## src/rtl/display_pkg.sv

```systemverilog
// Shared constants and FSM encoding for the four-digit scanned display
// and its binary-to-BCD converter.
package display_pkg;

   localparam int NUM_DIGITS = 4;
   localparam int DIGIT_W    = 4;
   localparam int BIN_W      = 14;
   localparam int ITER_COUNT = 14;
   localparam int MAX_VAL    = 9999;
   localparam int OVF_DIGIT  = 15;
   localparam int BCD_W      = NUM_DIGITS * DIGIT_W;

   typedef enum logic [1:0] {
      IDLE  = 2'd0,
      SHIFT = 2'd1,
      DONE  = 2'd2
   } conv_state_t;

endpackage

```

## src/rtl/display_scan_bin2bcd.sv

```systemverilog
// Sequential double-dabble converter. One iteration per clock; the digit
// result register changes only when a conversion completes or overflows.
module bin2bcd
   import display_pkg::*;
(
   input  logic             clk,
   input  logic             rst,
   input  logic             start,
   input  logic [BIN_W-1:0] bin,
   output logic             busy,
   output logic             done,
   output logic [15:0]      bcd
);

   localparam int WORK_W = BCD_W + BIN_W;

   conv_state_t       state_reg, state_next;
   logic [3:0]        iter_reg, iter_next;
   logic [WORK_W-1:0] work_reg, work_next;
   logic [WORK_W-1:0] adjusted, shifted;
   logic [BCD_W-1:0]  result_reg, result_next;
   logic              in_range;

   // Add-3 correction on every BCD nibble of the working register.
   genvar gi;
   generate
      for (gi = 0; gi < NUM_DIGITS; gi++) begin : g_adjust
         localparam int LSB = BIN_W + gi * DIGIT_W;
         assign adjusted[LSB +: DIGIT_W] =
            (work_reg[LSB +: DIGIT_W] >= DIGIT_W'(5)) ?
            work_reg[LSB +: DIGIT_W] + DIGIT_W'(3) : work_reg[LSB +: DIGIT_W];
      end
   endgenerate

   assign adjusted[BIN_W-1:0] = work_reg[BIN_W-1:0];
   assign shifted             = {adjusted[WORK_W-2:0], 1'b0};
   assign in_range            = (bin <= BIN_W'(MAX_VAL));

   always_comb begin
      state_next  = state_reg;
      iter_next   = iter_reg;
      work_next   = work_reg;
      result_next = result_reg;
      case (state_reg)
         IDLE, DONE: begin
            state_next = IDLE;
            if (start) begin
               if (in_range) begin
                  state_next = SHIFT;
                  iter_next  = '0;
                  work_next  = {{BCD_W{1'b0}}, bin};
               end else begin
                  state_next  = DONE;
                  result_next = {NUM_DIGITS{DIGIT_W'(OVF_DIGIT)}};
               end
            end
         end
         SHIFT: begin
            work_next = shifted;
            iter_next = iter_reg + 4'd1;
            if (iter_reg == 4'(ITER_COUNT - 1)) begin
               state_next  = DONE;
               result_next = shifted[WORK_W-1:BIN_W];
            end
         end
         default: state_next = IDLE;
      endcase
   end

   always_ff @(posedge clk) begin
      if (rst) begin
         state_reg  <= IDLE;
         iter_reg   <= '0;
         work_reg   <= '0;
         result_reg <= '0;
      end else begin
         state_reg  <= state_next;
         iter_reg   <= iter_next;
         work_reg   <= work_next;
         result_reg <= result_next;
      end
   end

   // bcd shows the digits that will be held after the current edge, so the
   // scanner can register the new value on the same edge it takes effect.
   assign bcd  = result_next;
   assign busy = (state_reg == SHIFT);
   assign done = (state_reg == DONE);

endmodule

```

## src/rtl/display_scan.sv

```systemverilog
// Four-digit display driver: converts a binary value to BCD and scans the
// digits out one at a time at REFRESH_DIV clocks per digit.
module display_scan
   import display_pkg::*;
#(
   parameter int REFRESH_DIV = 100000
) (
   input  logic        clk,
   input  logic        rst,
   input  logic [13:0] bin_in,
   input  logic        load,
   output logic        busy,
   output logic        done,
   output logic        ovf,
   output logic [3:0]  num,
   output logic [1:0]  sw
);

   localparam int CNT_W = (REFRESH_DIV > 1) ? $clog2(REFRESH_DIV) : 1;

   logic [CNT_W-1:0]   refresh_reg, refresh_next;
   logic [1:0]         sw_reg, sw_next;
   logic [DIGIT_W-1:0] num_reg, num_next;
   logic               ovf_reg, ovf_next;
   logic               conv_busy, conv_done, accept, wrap;
   logic [BCD_W-1:0]   digits_next;

   assign accept = load & ~conv_busy;

   bin2bcd u_bin2bcd (
      .clk   (clk),
      .rst   (rst),
      .start (accept),
      .bin   (bin_in),
      .busy  (conv_busy),
      .done  (conv_done),
      .bcd   (digits_next)
   );

   assign wrap = (refresh_reg == CNT_W'(REFRESH_DIV - 1));

   // num is looked up from the post-edge digits so it never lags an update.
   always_comb begin
      refresh_next = wrap ? '0 : refresh_reg + CNT_W'(1);
      sw_next      = wrap ? sw_reg + 2'd1 : sw_reg;
      num_next     = digits_next[{sw_next, 2'b00} +: DIGIT_W];
      ovf_next     = ovf_reg;
      if (accept) begin
         ovf_next = (bin_in > BIN_W'(MAX_VAL));
      end
   end

   always_ff @(posedge clk) begin
      if (rst) begin
         refresh_reg <= '0;
         sw_reg      <= '0;
         num_reg     <= '0;
         ovf_reg     <= 1'b0;
      end else begin
         refresh_reg <= refresh_next;
         sw_reg      <= sw_next;
         num_reg     <= num_next;
         ovf_reg     <= ovf_next;
      end
   end

   assign busy = conv_busy;
   assign done = conv_done;
   assign ovf  = ovf_reg;
   assign num  = num_reg;
   assign sw   = sw_reg;

endmodule

```

## config.mk

```make
export PLATFORM = sky130hd
export DESIGN_NAME = display_scan
export DESIGN_NICKNAME = d
export VERILOG_FILES = /design/src/rtl/display_pkg.sv /design/src/rtl/display_scan_bin2bcd.sv /design/src/rtl/display_scan.sv
export SDC_FILE = /design/constraint.sdc
export NUM_CORES = 1
export LEC_CHECK = 0
export ABC_AREA = 1
export CAP_MARGIN = 20
export CORE_MARGIN = 2
export CORE_UTILIZATION = 35
export DETAILED_ROUTE_END_ITERATION = 7
export HOLD_SLACK_MARGIN = 0.1
export PLACE_DENSITY_LB_ADDON = 0.12
export SYNTH_ARGS = -nofsm -noshare
export SYNTH_HDL_FRONTEND = slang
export SYNTH_SLANG_ARGS = --single-unit
```

## constraint.sdc

```tcl
create_clock -name clk -period 1.5 [get_ports clk]
set_input_delay 0.15 -clock clk [delete_from_list [all_inputs] [get_ports clk]]
set_output_delay 0.15 -clock clk [all_outputs]
set_load 0.1 [all_outputs]
```

# Word-level counts from Yosys, hierarchy flattened
# Cells that the tools add are included.
[classes]
n_addsub = 7
n_reduce_logical = 5
mux = 19
n_shift = 1
bitwise_logic = 2
n_eq_ne = 7
n_lt_le_gt_ge = 6
[op_table]
columns = ["op", "count"]
rows = [
  ["2-to-1 mux 30 bit", 2],
  ["one-hot mux 30 bit (2 select lines)", 1],
  ["2-to-1 mux 16 bit", 3],
  ["one-hot mux 16 bit (2 select lines)", 1],
  ["2-to-1 mux 4 bit", 5],
  ["adder 17 x 1 -> 17 bit, second input constant", 1],
  ["== test 17 bit, second input constant", 1],
  [">= comparator 4 x 3 -> 1 bit, second input constant", 4],
  ["indexed part select 16 x 5 -> 4 bit", 1],
  ["> comparator 14 bit, second input constant", 1],
  ["<= comparator 14 bit, second input constant", 1],
  ["adder 4 x 2 -> 4 bit, second input constant", 3],
  ["2-to-1 mux 2 bit", 4],
  ["one-hot mux 4 bit (2 select lines)", 1],
  ["adder 4 x 1 -> 4 bit, second input constant", 1],
  ["== test 4 bit, second input constant", 1],
  ["!= test 2 x 1 -> 1 bit, second input constant", 2],
  ["one-hot mux 2 bit (2 select lines)", 1],
  ["OR reduction 2 bit", 2],
  ["adder 3 x 2 -> 3 bit, second input constant", 1],
  ["2-to-1 mux 3 bit", 1],
  ["AND reduction 3 bit", 1],
  ["adder 2 x 1 -> 2 bit, second input constant", 1],
  ["== test 2 x 1 -> 1 bit, second input constant", 1],
  ["6 further kinds", 6],
]
[totals]
input_bits = 17
register_bits = 76

# Depth between registers and ports, before layout
[logic_depth]
depth_word = 6
ltp_mapped = 15
depth_no_buf = 15

# Cells and area by module
# A second synthesis with hierarchy kept.
[hier_totals]
cells_unflattened = 612
hier_area_um2 = 4189.0
[by_module_without_submodules]
columns = ["module", "area_each_um2", "seq_area_each_um2", "instances", "cells_each"]
rows = [
  ["bin2bcd", 2798.9, 1041.0, 1, 419],
  ["display_scan", 1390.1, 480.5, 1, 193],
]

# Worst setup path before layout
# OpenSTA, ideal clock, no wires.
[synth_timing]
kind = "register to register"
startpoint = "reg sw_reg[0], in the netlist sw[0]"
endpoint = "reg num_reg[2], in the netlist num[2]"
period_less_slack_ns = 1.781
path_buffers = 0
path_stages_with_launch = 8
slack_ns = -0.281
setup_time_ns = 0.113
arrival_time_ns = 1.668
cell_sequence = "dfxtp_1 > nand3_2 > nand2_1 > nand2_1 > nand2_1 > nand2_1 > nor2_1 > nor2_1"
[synth_between]
elab_chain_cells = 3
[synth_lines]
columns = ["element", "line_no", "rtl"]
rows = [
  ["start: declaration", "display_scan.sv:22", "logic [1:0] sw_reg, sw_next;"],
  ["start signal: assignment", "display_scan.sv:61", "sw_reg <= sw_next;"],
  ["adder 2 x 1 -> 2 bit", "display_scan.sv:45", "sw_next = wrap ? sw_reg + 2'd1 : sw_reg;"],
  ["2-to-1 mux 2 bit *", "display_scan.sv:45", ""],
  ["indexed part select 16 x 5 -> 4 bit *", "display_scan.sv:46", "num_next = digits_next[{sw_next, 2'b00} +: DIGIT_W];"],
  ["end signal: assignment", "display_scan.sv:62", "num_reg <= num_next;"],
  ["end: declaration", "display_scan.sv:23", "logic [DIGIT_W-1:0] num_reg, num_next;"],
]
# Mark *: on every way between the ends. The rest lies on a longest branch, timed or not.
# A chain may end at the register's enable or synchronous reset.

# Worst setup path in the final report
[layout_timing]
startpoint = "reg refresh_reg[0]"
endpoint = "reg num_reg[0], in the netlist num[0]"
[layout_between]
elab_chain_cells = 3
[layout_lines]
columns = ["element", "line_no", "rtl"]
rows = [
  ["start: declaration", "display_scan.sv:21", "logic [CNT_W-1:0] refresh_reg, refresh_next;"],
  ["start signal: assignment", "display_scan.sv:60", "refresh_reg <= refresh_next;"],
  ["== test 17 bit", "display_scan.sv:40", "assign wrap = (refresh_reg == CNT_W'(REFRESH_DIV - 1));"],
  ["2-to-1 mux 2 bit", "display_scan.sv:45", ""],
  ["indexed part select 16 x 5 -> 4 bit", "display_scan.sv:46", ""],
]
# Every way passes these cells.

==> reports/summary.txt <==
LOGIC SYNTHESIS
-----------------------------------------------------------------------------------------
Sequential share of the synthesized area                                            38.2%
Number of flip-flops and latches in the synthesized netlist                            76
Proportion of register bits with asynchronous set or reset after synthesis             0%
Most instantiated flip-flop cell in the synthesis netlist                         dfxtp_1
Yosys warning count                                                                     0
Adder-Cell Fraction of Synth Area                                                   3.45%
Dominant combinational cell family by area after synthesis                   simple AND/OR/NAND/NOR gates
Post-synthesis cell type with the largest combined area                           dfxtp_1
Average cell area after synthesis                                                6.90 µm²
Number of enable flip-flop cells after synthesis                                        0
Post-Synth Simple-Gate Area                                                         33.8%
Post-synthesis share of cell area spent on xor and xnor gates                       1.76%
Portion of netlist area occupied by mux cells                                          0%
Area contributors post-synth                                                 dfxtp_1 38%, nand2_1 15%, inv_1 5.9%
Post-Syn Nets                                                                         606
Post-Syn Instances                                                                    578
Synth unique cells                                                                     39
Share of the synthesized area in the top cell type                                  38.2%
Compound-gate portion of the synthesized area                                       12.9%
Area of the mapped netlist                                                       3990 µm²

PLACEMENT
-----------------------------------------------------------------------------------------
Count of buffers inserted at the top-level ports                                       25
Setup slack at placement                                                        -0.401 ns
Post-DP HPWL                                                                      7160 µm
Global placer's final weighted congestion                                           0.778

DRT
-----------------------------------------------------------------------------------------
Number of violations reported at the end of detailed-routing iteration 0              186
Total number of vias                                                                4,037
Routed len/inst                                                                   12.8 µm
TritonRoute pass-1 iters                                                                6
Final WL                                                                        10,800 µm
Average vias per placed instance                                                     4.81
Post-route DRC violation count                                                          0
Routed Antenna Nets                                                                     0

CTS
-----------------------------------------------------------------------------------------
Max clock buf depth                                                                     2
Clock buffers created by TritonCTS                                                      9
CTS Hold Buffers Added                                                                  0
Clk Latency, worst-skew pair                                                      0.34 ns
CTS Sinks                                                                              76
Number of H-tree branching levels                                                       3
Root buffer cell                                                                clkbuf_16
CTS tree                                                                            built
Worst-path clk slew                                                               0.06 ns

FLOORPLANNING
-----------------------------------------------------------------------------------------
Chip Width                                                                         111 µm
Initial core utilization                                                            36.3%
Core Footprint                                                                 11,000 µm²
I/O pin count                                                                          26
DIE AREA                                                                       12,300 µm²
Die extent in y                                                                    111 µm
Count of standard-cell rows                                                            38

MIN PATH
-----------------------------------------------------------------------------------------
Hold Startpoint                                                                 bin_in[0]
Worst Hold Class                                                                in -> reg

PWR
-----------------------------------------------------------------------------------------
Max VDD drop                                                                   0.000747 V
Power per Cell Area                                                            913 nW/µm²
Cell leakage power                                                                2.70 nW

SETUP PATH
-----------------------------------------------------------------------------------------
Type of origin of the critical path                                                  flop
Setup CP Type                                                                  reg -> reg
Source of the critical timing path                                           refresh_reg[0]
Critical path's most frequent cell                                                nand3_1
Worst endpoint required time                                                      1.73 ns
Endpoint type of the worst setup path                                                flop
Crit path largest cell delay                                                      0.35 ns
Reg2Reg Launch Point                                                         refresh_reg[0]
Buf/Inv on CP                                                                           1
Cell-by-cell trace of the critical path                                      ha_4 > nand2_4 > nor2_8 > nand2_2 > nor2_4 > nand3_4 > nand2_8 > buf_4 > nand3_1 > nand3_1 > a21oi_2
Dominant delay contributor by cell family on the critical path               simple AND/OR/NAND/NOR gates
Largest fanout on the critical path                                                     8
Standard cell with the maximum stage delay on the critical path                   dfxtp_2
Data arrival at the endpoint of the critical path                                 1.82 ns

LAYOUT
-----------------------------------------------------------------------------------------
Largest register FFs                                                                   30
Number of filler cells placed in the layout                                         1,022
Most frequent standard cell in the layout excluding fill and tap cells            nand2_1
Commonest cells after routing, fill and taps aside                           134 x nand2_1, 87 x buf_4, 62 x dfxtp_1, 53 x inv_1, 41 x nor2_1
Area growth from synthesis to final layout                                          49.7%
# nets final                                                                          723
Combined area of the multi-input logic cells                                     2450 µm²
Number of antenna diodes                                                                0
Ratio of cells with drive above 1 in the final layout                               35.6%
Area taken by flip-flops and latches                                             1540 µm²

TIMING
-----------------------------------------------------------------------------------------
Tightest hold margin                                                             0.392 ns
Worst slew pin tran                                                              0.541 ns
Final Critical Period                                                             1.59 ns
Max-slew headroom                                                                   63.6%
Final-report max-slew violation count                                                   0
Final-report setup violation count                                                      6
Final critical-path share of the clock period                                        106%
Achievable frequency                                                              627 MHz
Clock Skews                                                                    0.00649 ns
Fin. Hold Viols                                                                         0
Final worst-path setup slack                                                   -0.0947 ns
RSZ-0062 raised after global routing                                                  yes

GRT
-----------------------------------------------------------------------------------------
Combined global-route utilization of all metal layers                               17.3%
Maximum number of pins on one net before global-route repair                           29
Remaining global-route overflow                                                         0
Number of global-route vias before repair                                           3,847
Number of antenna violations at the first check in global routing                       0
First-pass GRT wire length                                                      17,600 µm

RUN STATUS
-----------------------------------------------------------------------------------------
Violated checks                                                              negative setup slack
Run status                                                                   finished, violations left

JOB
-----------------------------------------------------------------------------------------
Max capacitance violation total                                                         0

-- cell type report --
type	count	area share (%)
tap	140	2.93
inverter	71	4.70
timing repair buffer	125	20.2
multi-input combinational	412	41.0
clock buffer	12	4.13
clock inverter	4	1.22
sequential	76	25.8
-- Yosys cell counts, types with 4 or more instances --
library cell,n
dfxtp_1,76
a31oi_1,13
nand4_1,13
or2_2,8
buf_6,4
inv_2,6
nand2_2,6
nand3_2,6
xor2_1,5
nand3_1,41
clkbuf_1,4
nor2_1,47
buf_2,8
a21oi_1,36
o21bai_1,4
ha_1,11
o21ai_1,7
o21ai_0,32
nand2_1,162
inv_1,63
-- metrics by stage --
| stage | setup TNS (ns) | instances | power [mW] | utilization (%) | area (µm²) |
|---|---|---|---|---|---|
| final | -0.338 | 840 | 5.45 | 54.4 | 5970 |
| after global routing | -1.26 | 840 | 5.69 | 54.4 | 5970 |
| after CTS | -0.396 | 830 | 5.43 | 50.7 | 5560 |
| after detailed placement | -12.77 | 808 | 3.04 | 46.1 | 5070 |
| after global placement | -11.36 | 808 | 3.03 | 46.1 | 5070 |
| after floorplan | 0 | 578 | 2.70 | - | 4000 |
-- path summary, 6_finish.rpt --
path / endpoint / slack [ns] / cells past startpoint
worst max-delay path: num[0] / -0.09 / 11
worst max register to register: num[0] / -0.09 / 11
worst min-delay path: u_bin2bcd.work_reg[0] / 0.39 / 3
worst min register to register: u_bin2bcd.work_reg[29] / 0.46 / 2
-- timing repair --
action                                 4_1_cts  5_1_grt
pin swaps                                   11       29
setup buffers                                6        9
gates resized for setup                     43       87
setup endpoints to repair                   28       70
endpoints found under the hold margin        0        0
gates cloned                                 0        1
-- worst register-to-register path, delay by kind of cell (launching register included) --
| kind | cells | cell delay (ns) |
|---|---|---|
| buf+inv | 1 | 0.12 |
| fa+ha+maj | 1 | 0.15 |
| compound gates | 1 | 0.05 |
| flops | 1 | 0.35 |
| simple gates | 8 | 0.82 |
-- report_power, final --
| part | leakage, nW | switching (mW) | total (mW) | internal [mW] |
|---|---|---|---|---|
| logic | 1.92 | 0.505 | 0.905 | 0.400 |
| clock network | 0.153 | 0.851 | 2.35 | 1.50 |
| registers | 0.627 | 0.0627 | 2.19 | 2.13 |
-- routing by layer --
| layer | track usage (%) | vias to the layer above | routed length [µm] |
|---|---|---|---|
| met5 | 0 | - | 0 |
| met4 | 6.17 | 0 | 149 |
| met3 | 4.32 | 12 | 347 |
| met2 | 29.9 | 43 | 5250 |
| met1 | 21.0 | 1878 | 5000 |
| li1 | - | 2104 | - |
-- cell families after synthesis --
kind of cell	after synthesis
DFF	76
and+or+nand+nor	298
buffers and inverters	90
AOI/OAI and AO/OA	95
adders and majority gates	11
xor gates and xnor gates	8
No activity file was read; power rests on OpenSTA's default activity.
